File: config.mk
export PLATFORM = sky130hd
export DESIGN_NAME = axis_pkt_buffer_flat
export DESIGN_NICKNAME = d
export VERILOG_FILES = /design/src/rtl/axis_pkt_buffer_pkg.sv /design/src/rtl/axis_pkt_buffer_if.sv /design/src/rtl/axis_pkt_mem.sv /design/src/rtl/axis_pkt_buffer.sv /design/src/flat_wrapper.sv
export SDC_FILE = /design/constraint.sdc
export NUM_CORES = 1
export LEC_CHECK = 0
export CAP_MARGIN = 10
export CORE_UTILIZATION = 55
export DETAILED_ROUTE_END_ITERATION = 12
export PLACE_DENSITY = 0.85
export SYNTH_ARGS = -nofsm -noshare
export SYNTH_HDL_FRONTEND = slang
export SYNTH_SLANG_ARGS = --single-unit
File: constraint.sdc
create_clock -name clk -period 7.65 [get_ports clk]
set_input_delay 1.53 -clock clk [delete_from_list [all_inputs] [get_ports clk]]
set_output_delay 1.53 -clock clk [all_outputs]
set_load 0.01 [all_outputs]
File: src/rtl/axis_pkt_buffer_pkg.sv
// -----------------------------------------------------------------------------
// axis_pkt_pkg
// Shared types and constants for the AXI-stream store-and-forward packet
// buffer (axis_pkt_buffer) and its memory.
//   state_t      : buffer FSM states
//   HDR_*        : beat index of each captured UDP header word
//   sat_inc8     : saturating 8-bit increment used by the drop counter
// Optional feature macro used by the design: AXIS_PKT_BUF_HDR_EN
// -----------------------------------------------------------------------------
package axis_pkt_pkg;

    typedef enum logic [1:0] {
        IDLE = 2'd0,
        RECV = 2'd1,
        DROP = 2'd2,
        SEND = 2'd3
    } state_t;

    // UDP header word positions within the first four beats of a packet
    localparam int HDR_SRC   = 0;
    localparam int HDR_DST   = 1;
    localparam int HDR_LEN   = 2;
    localparam int HDR_CSUM  = 3;
    localparam int HDR_WORDS = 4;

    function automatic logic [7:0] sat_inc8(input logic [7:0] v);
        return (v == 8'hFF) ? v : v + 8'd1;
    endfunction

endpackage

File: src/rtl/axis_pkt_buffer_if.sv
// -----------------------------------------------------------------------------
// axis_pkt_buffer_if
// Minimal AXI-stream bundle: valid/ready handshake plus data, keep, last.
//   master modport : drives valid/data/keep/last, receives ready
//   slave  modport : receives valid/data/keep/last, drives ready
// Parameter DATA_W sets the data width; keep is DATA_W/8 bits.
// -----------------------------------------------------------------------------
interface axis_pkt_buffer_if #(
    parameter int DATA_W = 16
);
    logic                  valid;
    logic                  ready;
    logic [DATA_W-1:0]     data;
    logic [DATA_W/8-1:0]   keep;
    logic                  last;

    modport master (
        output valid,
        output data,
        output keep,
        output last,
        input  ready
    );

    modport slave (
        input  valid,
        input  data,
        input  keep,
        input  last,
        output ready
    );
endinterface

File: src/rtl/axis_pkt_mem.sv
// -----------------------------------------------------------------------------
// axis_pkt_mem
// DEPTH x WIDTH simple dual-port RAM: synchronous write, asynchronous read.
// Contents are not reset.
//   clk      in  clock
//   wr_en    in  write strobe
//   wr_addr  in  write address
//   wr_data  in  write word
//   rd_addr  in  read address
//   rd_data  out read word (combinational from rd_addr)
// -----------------------------------------------------------------------------
module axis_pkt_mem #(
    parameter int DEPTH = 16,
    parameter int WIDTH = 18,
    parameter int AW    = $clog2(DEPTH)
) (
    input  logic             clk,
    input  logic             wr_en,
    input  logic [AW-1:0]    wr_addr,
    input  logic [WIDTH-1:0] wr_data,
    input  logic [AW-1:0]    rd_addr,
    output logic [WIDTH-1:0] rd_data
);
    logic [WIDTH-1:0] mem_reg [DEPTH];

    always_ff @(posedge clk) begin
        if (wr_en) begin
            mem_reg[wr_addr] <= wr_data;
        end
    end

    assign rd_data = mem_reg[rd_addr];
endmodule

File: src/rtl/axis_pkt_buffer.sv
// -----------------------------------------------------------------------------
// axis_pkt_buffer
// Store-and-forward AXI-stream packet buffer. A whole packet is written into
// internal memory from the slave stream, then replayed on the master stream
// with its keep mask. Packets longer than DEPTH beats are discarded whole.
//   clk, reset      clock, synchronous active-high reset
//   s (slave)       inbound stream; ready low only while replaying
//   m (master)      outbound stream; payload registered, stable while stalled
//   pkt_count  16   packets fully forwarded (wraps)
//   drop_count  8   packets dropped (saturates at 255)
//   drop        1   one-cycle pulse per dropped packet
//   hdr_src/dst/len/csum, hdr_valid   only when AXIS_PKT_BUF_HDR_EN is
//                   defined: first four beats' s_data[15:0] of each
//                   forwarded packet of >= 4 beats (requires DATA_W >= 16)
// -----------------------------------------------------------------------------
module axis_pkt_buffer
    import axis_pkt_pkg::*;
#(
    parameter int DATA_W = 16,
    parameter int DEPTH  = 16,
    parameter int KEEP_W = DATA_W / 8
) (
    input  logic              clk,
    input  logic              reset,
    axis_pkt_buffer_if.slave  s,
    axis_pkt_buffer_if.master m,
    output logic [15:0]       pkt_count,
    output logic [7:0]        drop_count,
    output logic              drop
`ifdef AXIS_PKT_BUF_HDR_EN
    ,
    output logic [15:0]       hdr_src,
    output logic [15:0]       hdr_dst,
    output logic [15:0]       hdr_len,
    output logic [15:0]       hdr_csum,
    output logic              hdr_valid
`endif
);
    localparam int AW = $clog2(DEPTH);
    localparam int CW = AW + 1;           // counts 0..DEPTH inclusive
    localparam int MW = DATA_W + KEEP_W;
    localparam logic [CW-1:0] DEPTH_C = CW'(DEPTH);

    state_t              state_reg;
    logic [CW-1:0]       wr_cnt_reg;
    logic [CW-1:0]       rd_ptr_reg;
    logic [CW-1:0]       len_reg;
    logic                m_valid_reg;
    logic                m_last_reg;
    logic [DATA_W-1:0]   m_data_reg;
    logic [KEEP_W-1:0]   m_keep_reg;
    logic [15:0]         pkt_count_reg;
    logic [7:0]          drop_count_reg;
    logic                drop_reg;

    logic                accept;
    logic                m_fire;
    logic                room;
    logic                wr_en;
    logic [AW-1:0]       wr_addr;
    logic [AW-1:0]       rd_addr;
    logic [MW-1:0]       wr_word;
    logic [MW-1:0]       rd_word;
    logic [CW-1:0]       rd_next;
    logic [CW-1:0]       wr_cnt_inc;
    logic [CW-1:0]       last_idx;

    assign s.ready    = (state_reg != SEND);
    assign accept     = s.valid && s.ready;
    assign m_fire     = m_valid_reg && m.ready;
    assign room       = (wr_cnt_reg < DEPTH_C);
    assign wr_en      = accept && ((state_reg == IDLE) || ((state_reg == RECV) && room));
    assign wr_addr    = (state_reg == IDLE) ? '0 : wr_cnt_reg[AW-1:0];
    assign wr_word    = {s.keep, s.data};
    assign wr_cnt_inc = wr_cnt_reg + CW'(1);
    assign rd_next    = rd_ptr_reg + CW'(1);
    assign last_idx   = len_reg - CW'(1);
    // While replaying, look one beat ahead so the output register can load
    // the next word on a handshake; otherwise point at beat 0 for SEND entry.
    assign rd_addr    = (state_reg == SEND) ? rd_next[AW-1:0] : '0;

    axis_pkt_mem #(
        .DEPTH (DEPTH),
        .WIDTH (MW)
    ) u_mem (
        .clk     (clk),
        .wr_en   (wr_en),
        .wr_addr (wr_addr),
        .wr_data (wr_word),
        .rd_addr (rd_addr),
        .rd_data (rd_word)
    );

    always_ff @(posedge clk) begin
        if (reset) begin
            state_reg      <= IDLE;
            wr_cnt_reg     <= '0;
            rd_ptr_reg     <= '0;
            len_reg        <= '0;
            m_valid_reg    <= 1'b0;
            m_last_reg     <= 1'b0;
            m_data_reg     <= '0;
            m_keep_reg     <= '0;
            pkt_count_reg  <= '0;
            drop_count_reg <= '0;
            drop_reg       <= 1'b0;
        end else begin
            drop_reg <= 1'b0;
            case (state_reg)
                IDLE: begin
                    if (accept) begin
                        wr_cnt_reg <= CW'(1);
                        if (s.last) begin
                            // Single-beat packet: the word is being written
                            // this cycle, so present it straight from the input.
                            len_reg     <= CW'(1);
                            rd_ptr_reg  <= '0;
                            m_valid_reg <= 1'b1;
                            m_last_reg  <= 1'b1;
                            m_data_reg  <= s.data;
                            m_keep_reg  <= s.keep;
                            state_reg   <= SEND;
                        end else begin
                            state_reg <= RECV;
                        end
                    end
                end
                RECV: begin
                    if (accept) begin
                        if (room) begin
                            wr_cnt_reg <= wr_cnt_inc;
                            if (s.last) begin
                                // Length >= 2 here, so beat 0 is not the last.
                                len_reg     <= wr_cnt_inc;
                                rd_ptr_reg  <= '0;
                                m_valid_reg <= 1'b1;
                                m_last_reg  <= 1'b0;
                                m_data_reg  <= rd_word[DATA_W-1:0];
                                m_keep_reg  <= rd_word[MW-1:DATA_W];
                                state_reg   <= SEND;
                            end
                        end else if (s.last) begin
                            drop_reg       <= 1'b1;
                            drop_count_reg <= sat_inc8(drop_count_reg);
                            state_reg      <= IDLE;
                        end else begin
                            state_reg <= DROP;
                        end
                    end
                end
                DROP: begin
                    if (accept && s.last) begin
                        drop_reg       <= 1'b1;
                        drop_count_reg <= sat_inc8(drop_count_reg);
                        state_reg      <= IDLE;
                    end
                end
                SEND: begin
                    if (m_fire) begin
                        if (m_last_reg) begin
                            m_valid_reg   <= 1'b0;
                            m_last_reg    <= 1'b0;
                            rd_ptr_reg    <= '0;
                            pkt_count_reg <= pkt_count_reg + 16'd1;
                            state_reg     <= IDLE;
                        end else begin
                            rd_ptr_reg <= rd_next;
                            m_data_reg <= rd_word[DATA_W-1:0];
                            m_keep_reg <= rd_word[MW-1:DATA_W];
                            m_last_reg <= (rd_next == last_idx);
                        end
                    end
                end
                default: state_reg <= IDLE;
            endcase
        end
    end

    assign m.valid    = m_valid_reg;
    assign m.last     = m_last_reg;
    assign m.data     = m_data_reg;
    assign m.keep     = m_keep_reg;
    assign pkt_count  = pkt_count_reg;
    assign drop_count = drop_count_reg;
    assign drop       = drop_reg;

`ifdef AXIS_PKT_BUF_HDR_EN
    // Header words are staged as they arrive and only published when the
    // packet is committed to SEND with at least four beats, so dropped or
    // short packets never disturb the visible fields.
    logic [CW-1:0] beat_idx;
    logic [15:0]   hdr_word [HDR_WORDS];
    logic          hdr_commit;
    logic [15:0]   hdr_src_reg;
    logic [15:0]   hdr_dst_reg;
    logic [15:0]   hdr_len_reg;
    logic [15:0]   hdr_csum_reg;
    logic          hdr_valid_reg;

    assign beat_idx   = (state_reg == IDLE) ? '0 : wr_cnt_reg;
    assign hdr_commit = accept && (state_reg == RECV) && room && s.last
                        && (wr_cnt_reg >= CW'(HDR_WORDS - 1));

    generate
        for (genvar gi = 0; gi < HDR_WORDS; gi++) begin : g_hdr
            logic        hit;
            logic [15:0] stage_reg;
            assign hit = wr_en && (beat_idx == CW'(gi));
            always_ff @(posedge clk) begin
                if (hit) begin
                    stage_reg <= s.data[15:0];
                end
            end
            // Bypass covers the case where this word arrives on the last beat.
            assign hdr_word[gi] = hit ? s.data[15:0] : stage_reg;
        end
    endgenerate

    always_ff @(posedge clk) begin
        if (reset) begin
            hdr_src_reg   <= '0;
            hdr_dst_reg   <= '0;
            hdr_len_reg   <= '0;
            hdr_csum_reg  <= '0;
            hdr_valid_reg <= 1'b0;
        end else begin
            hdr_valid_reg <= hdr_commit;
            if (hdr_commit) begin
                hdr_src_reg  <= hdr_word[HDR_SRC];
                hdr_dst_reg  <= hdr_word[HDR_DST];
                hdr_len_reg  <= hdr_word[HDR_LEN];
                hdr_csum_reg <= hdr_word[HDR_CSUM];
            end
        end
    end

    assign hdr_src   = hdr_src_reg;
    assign hdr_dst   = hdr_dst_reg;
    assign hdr_len   = hdr_len_reg;
    assign hdr_csum  = hdr_csum_reg;
    assign hdr_valid = hdr_valid_reg;
`endif
endmodule

File: src/flat_wrapper.sv
// flat-port wrapper written by rule: the top's interface ports become plain ports
module axis_pkt_buffer_flat import axis_pkt_pkg::*;
#(
    parameter int DATA_W = 16,
    parameter int DEPTH  = 16,
    parameter int KEEP_W = DATA_W / 8
)
  (clk, reset, pkt_count, drop_count, drop, s_valid, s_data, s_keep, s_last, s_ready, m_valid, m_data, m_keep, m_last, m_ready);
  axis_pkt_buffer_if #(.DATA_W(DATA_W)) s_i ();
  axis_pkt_buffer_if #(.DATA_W(DATA_W)) m_i ();
  input  logic clk;
  input  logic reset;
  output logic [15:0] pkt_count;
  output logic [7:0] drop_count;
  output logic drop;
  input wire logic [$bits(s_i.valid)-1:0] s_valid;
  input wire logic [$bits(s_i.data)-1:0] s_data;
  input wire logic [$bits(s_i.keep)-1:0] s_keep;
  input wire logic [$bits(s_i.last)-1:0] s_last;
  output wire logic [$bits(s_i.ready)-1:0] s_ready;
  output wire logic [$bits(m_i.valid)-1:0] m_valid;
  output wire logic [$bits(m_i.data)-1:0] m_data;
  output wire logic [$bits(m_i.keep)-1:0] m_keep;
  output wire logic [$bits(m_i.last)-1:0] m_last;
  input wire logic [$bits(m_i.ready)-1:0] m_ready;
  assign s_i.valid = s_valid;
  assign s_i.data = s_data;
  assign s_i.keep = s_keep;
  assign s_i.last = s_last;
  assign s_ready = s_i.ready;
  assign m_valid = m_i.valid;
  assign m_data = m_i.data;
  assign m_keep = m_i.keep;
  assign m_last = m_i.last;
  assign m_i.ready = m_ready;
  axis_pkt_buffer #(.DATA_W(DATA_W), .DEPTH(DEPTH), .KEEP_W(KEEP_W)) u_core (.clk(clk), .reset(reset), .s(s_i), .m(m_i), .pkt_count(pkt_count), .drop_count(drop_count), .drop(drop));
endmodule
[Word-level counts from Yosys, hierarchy flattened]
Memories as Yosys holds them, arrays and structs flattened.
Index checks and enable logic that the tools add are counted.
Operators by class
  add/sub/neg operators: 5
  eq/ne operators: 17
  reductions and logical operators: 19
  magnitude comparators: 1
  multiplexer cells: 73
Operators with widths (count)
  $mux W16: 7
  $mux W5: 14
  $pmux W16 S3: 1
  $mux W8: 5
  $mux W2: 16
  $pmux W5 S2: 2
  $mux W1: 19
  $reduce_and A6 Y1: 3
  $add A16 B1 Y16 const B: 1
  $pmux W8 S2: 1
  $pmux W5 S3: 1
  $ne A2 B1 Y1 const B: 6
  $add A5 B1 Y5 const B: 2
  $ne A2 B2 Y1 const B: 5
  $reduce_and A5 Y1: 2
  $add A8 B1 Y8 const B: 1
  $eq A8 B8 Y1 const B: 1
  $mux W4: 2
  $pmux W2 S4: 1
  $reduce_and A8 Y1: 1
  $reduce_and A7 Y1: 1
  $pmux W1 S3: 2
  $pmux W2 S3: 1
  $eq A5 B5 Y1: 1
  13 further kinds: 19
Storage, ports and cells
  output and inout bits: 46
  memories: 1
  logic and storage cells: 127
  bits of input ports: 23
  register bits: 62
  RAM bits: 288
Memory list
  u_core.u_mem.mem_reg: depth 16, bits a word 18, read ports 1, clocked after Yosys merged registers in 0, wr ports 1, line axis_pkt_mem.sv:24  | logic [WIDTH-1:0] mem_reg [DEPTH];

[Longest topological paths before layout]
An unclocked memory read counts as a cell.
  depth after elaboration: 7
  mapped depth: 10
  depth with buffers taken out: 7

[Modules after synthesis]
A second synthesis with hierarchy kept.
Unflattened totals
  cells, all modules: 846
  area total of the unflattened synthesis: 14182.4 µm²
Modules (own cells, without submodules)
  axis_pkt_mem: sequential area each 8648.3 µm², times used 1, cells each 464, area each 10961.8 µm²
  axis_pkt_buffer: sequential area each 1241.2 µm², times used 1, cells each 382, area each 3220.6 µm²

[Worst setup path before layout]
No wires, ideal clock.
  path kind: input to register
  start: in s_valid
  end: mem u_core.u_mem.mem_reg[15][0] (enable)
  buffers on the path: 0
  stages on the path: 4
  arrival time: 3.350 ns
  slack: 3.884 ns
  library setup time: 0.416 ns
  required time: 7.234 ns
  cell sequence: nand2b_1 -> nor3_1 -> nand3_1 -> nor3_1
On the way
  cells in the longest elaborated chain, start to end: 4
RTL lines
  start, declared: line flat_wrapper.sv:16  | input wire logic [$bits(s_i.valid)-1:0] s_valid;
  $logic_and A1 B1 Y1: line axis_pkt_buffer.sv:69  | assign accept = s.valid && s.ready;
  $logic_and A1 B1 Y1: line axis_pkt_buffer.sv:72  | assign wr_en = accept && ((state_reg == IDLE) || ((state_reg == RECV) && room));
  $mux W1: line axis_pkt_mem.sv:27  | if (wr_en) begin
  $mux W1 (implied by the code): line axis_pkt_mem.sv:28  | mem_reg[wr_addr] <= wr_data;
  end, declared: line axis_pkt_mem.sv:24
Every way passes these cells.

[Worst setup path in the final report]
  start: in s_valid
  end: mem u_core.u_mem.mem_reg[13][12] (enable)
Same word-level chain as after synthesis.

==> impl_metrics.csv <==
group,metric,value,unit
status,status,"complete, no violations",
sta,fmax,250.6,MHz
critical_path,crit_slowest_cell,"nor2_2",
critical_path,worstPathRequired,7.80,ns
sta,post-route-min-period,3.990,ns
die,die_h,163.7,microns
synth,yosysMostFrequentCell,"edfxtp_1",
synth,synth_xor_area_share,2.107,%
sta,final-hold-violation-count,0,
pwr,power,4.777,mW
sta,slew-limit-headroom,16.82,%
critical_path,critPathKind,"in2reg",
run,drv_cap,0,
routing,vias_per_cell,6.521,
die,io_pins,69,
pwr,power_density,289.0,nW/um^2
die,initial_utilization,56.59,%
sta,rsz0062_at_grt,"false",
synth,netlist_area,14370,sq um
synth,synth_ff_type,"edfxtp_1",
synth,synth_largest_area_cell,"edfxtp_1",
synth,synth_edf_count,288,
final_layout,antenna_cells,0,
final_layout,largest_register_ffs,288,
global_routing,grt_pass1_vias,9193,
placed_design,gp_congestion,0.8252,
worst_hold_path,hold_class,"reg2reg",
routing,wl,34.28,mm
placed_design,dp.final_hpwl,20.63,mm
critical_path,worst-path-max-fanout,18,
synth,synth_sequential_area_ratio,68.80,%
synth,synth_common_cells,"288 x edfxtp_1, 66 x nor2_1, 62 x dfxtp_1",
die,rows,58,
clock_tree,cts_buffers,37,
critical_path,arrival,4.14,ns
critical_path,endpoint_kind,"register",
synth,synth_seq_cells,350,
clock_tree,clockBufferDepth,3,
global_routing,grt_max_degree,76,
sta,worstMarginPinSlew,1.223,ns
clock_tree,cts_tree,"built",
synth,synth_compound_area_share,11.19,%
sta,setup_viol,0,
final_layout,fill_cells,1779,
final_layout,layout-drive-gt1-share,12.53,%
synth,syn_area_per_cell,14.52,sq um
final_layout,syn_to_final_growth,15.00,%
clock_tree,cts_setup_buffers,0,
sta,final.setup.tns,0,ns
synth,synth_area_leaders,"edfxtp_1 60%, dfxtp_1 8.6%, mux4_2 3.8%",
global_routing,grt_pass1_wl,52.37,mm
sta,min_period_over_period,52.15,%
die,die_w,163.7,microns
routing,firstDrtPassIters,5,
routing,dr_total_vias,9175,
clock_tree,holdBufCountCts,0,
synth,muxShareOfSynthArea,5.545,%
synth,yosys.area_share.simple,8.827,%
synth,ys_async_sr_fraction,0,%
clock_tree,cts_resized,0,
pwr,p_leak,5.235,nW
clock_tree,cts.sinks,350,
sta,clock_skew,0.02023,ns
final_layout,nets,1081,
routing,post_drt_wl_per_cell,24.36,microns
synth,synth_top_family_by_area,"compound AO/OA/AOI/OAI gates",
die,die-area,26780,sq um
critical_path,crit_chain,"clkdlybuf4s50_1, nand2b_1, nor3_1, nand3_1, nor2_2",
clock_tree,cts_htree_levels,2,
clock_tree,clkTransAtPathRegs,0.06,ns
synth,synth.distinct_cells,71,
critical_path,cp-start-kind,"input pin",
clock_tree,clock_latency,0.54,ns
global_routing,grt_usage,26.45,%
die,core_area,25400,sq um
synth,yosys_warnings,0,
routing,drtIter0Drc,1102,
synth,syn_inst,990,
clock_tree,cts_root_buf,"clkbuf_16",
synth,synth-adder-area-share,0.7834,%
pwr,worst_ir_drop_vdd,0.2434,mV
placed_design,numPortBuffers,68,
global_routing,antenna_found_initial,0,
global_routing,overflow,0,
routing,route.detailed.drc,0,
routing,ant_nets,0,
synth,synth_top_area_share,60.17,%
critical_path,max_stage_delay,0.83,ns
sta,maxSlewViolCount,0,
synth,syn_nets,1022,
## cell type report
class,instances,area [sq um],share of cell area (%)
repair buffers,86,815.8,4.935
flip-flops and latches,350,9891,59.84
inverters,21,78.83,0.4769
multi-input cells,553,4150,25.11
well taps,330,412.9,2.498
clock inverters,15,147.6,0.8932
clock buffers,52,1033,6.252
## through the flow
step	util [%]	area (sq um)	std cells	hold slack [ns]	worst slack [ns]
after floorplan	-	14370	990	0.4494	3.884
after global placement	60.43	15350	1340	0.4634	3.393
after detailed placement	60.43	15350	1340	0.4653	3.294
after CTS	65.08	16530	1407	0.4738	3.752
after global routing	65.08	16530	1407	0.5185	3.548
final	65.08	16530	1407	0.4731	3.660
## layout by cell type (no fill, tap or decap), drive strengths merged, types with 4 or more instances in the layout
master         netlist  routed
ha                   9       9
nand2               59      59
buf                 39      18
nand2b               7       7
nor3                28      28
xor2                18      18
mux2i               23      23
o31a                 5       5
nor2                67      67
clkinv               0      11
o21ai               35      35
nand4               20      20
inv                 21      23
o21a                11      11
nand3               25      25
nor2b                5       5
edfxtp             288     288
xnor2               14      14
o221ai              20      20
o41ai               17      17
clkbuf              27      52
dfxtp               62      62
and3                 5       5
nand4b              12      12
a221o               12      12
o22ai               34      34
clkdlybuf4s50        0      68
o311ai              11      11
o22a                 5       5
nor3b                4       4
a21oi               31      31
a211oi              13      13
mux4                24      24
## routing by layer
metal	share of wire (%)	GRT usage (%)
met1	36	33.64
met2	49	43.18
met3	10	5.714
met4	4.6	12.84
met5	0	0
## cells by family after synthesis
group / after synthesis
adders and majority gates: 9
AOI/OAI and AO/OA: 211
muxes: 49
xor gates and xnor gates: 32
DFF: 350
buffers and inverters: 87
and+or+nand+nor: 252
## path summary, 6_finish.rpt
path                                                   startpoint  slack, ns  depth (start not counted)                                      to
worst min-delay path               u_core.len_reg[1]$_SDFFE_PP0P_       0.47                          2          u_core.len_reg[1]$_SDFFE_PP0P_
worst max register to register  u_core.rd_ptr_reg[0]$_SDFFE_PP0P_       4.00                          6          u_core.m.data[11]$_SDFFE_PP0P_
worst max-delay path                                      s_valid       3.66                          5  u_core.u_mem.mem_reg[13][12]$_DFFE_PP_
worst min register to register     u_core.len_reg[1]$_SDFFE_PP0P_       0.47                          2          u_core.len_reg[1]$_SDFFE_PP0P_
## power breakdown
part | internal (mW) | switching [mW] | leakage, nW
clock network | 1.02 | 0.719 | 0.577
registers | 2.17 | 0.0865 | 3.10
logic | 0.309 | 0.469 | 1.56
total | 3.50 | 1.28 | 5.23
## critical path, delay by kind of cell
kind	cells	cell delay (ns)
buffers and inverters	1	0.55
AND/OR/NAND/NOR	4	2.05
Note: power is estimated with default switching activity, not from simulation.
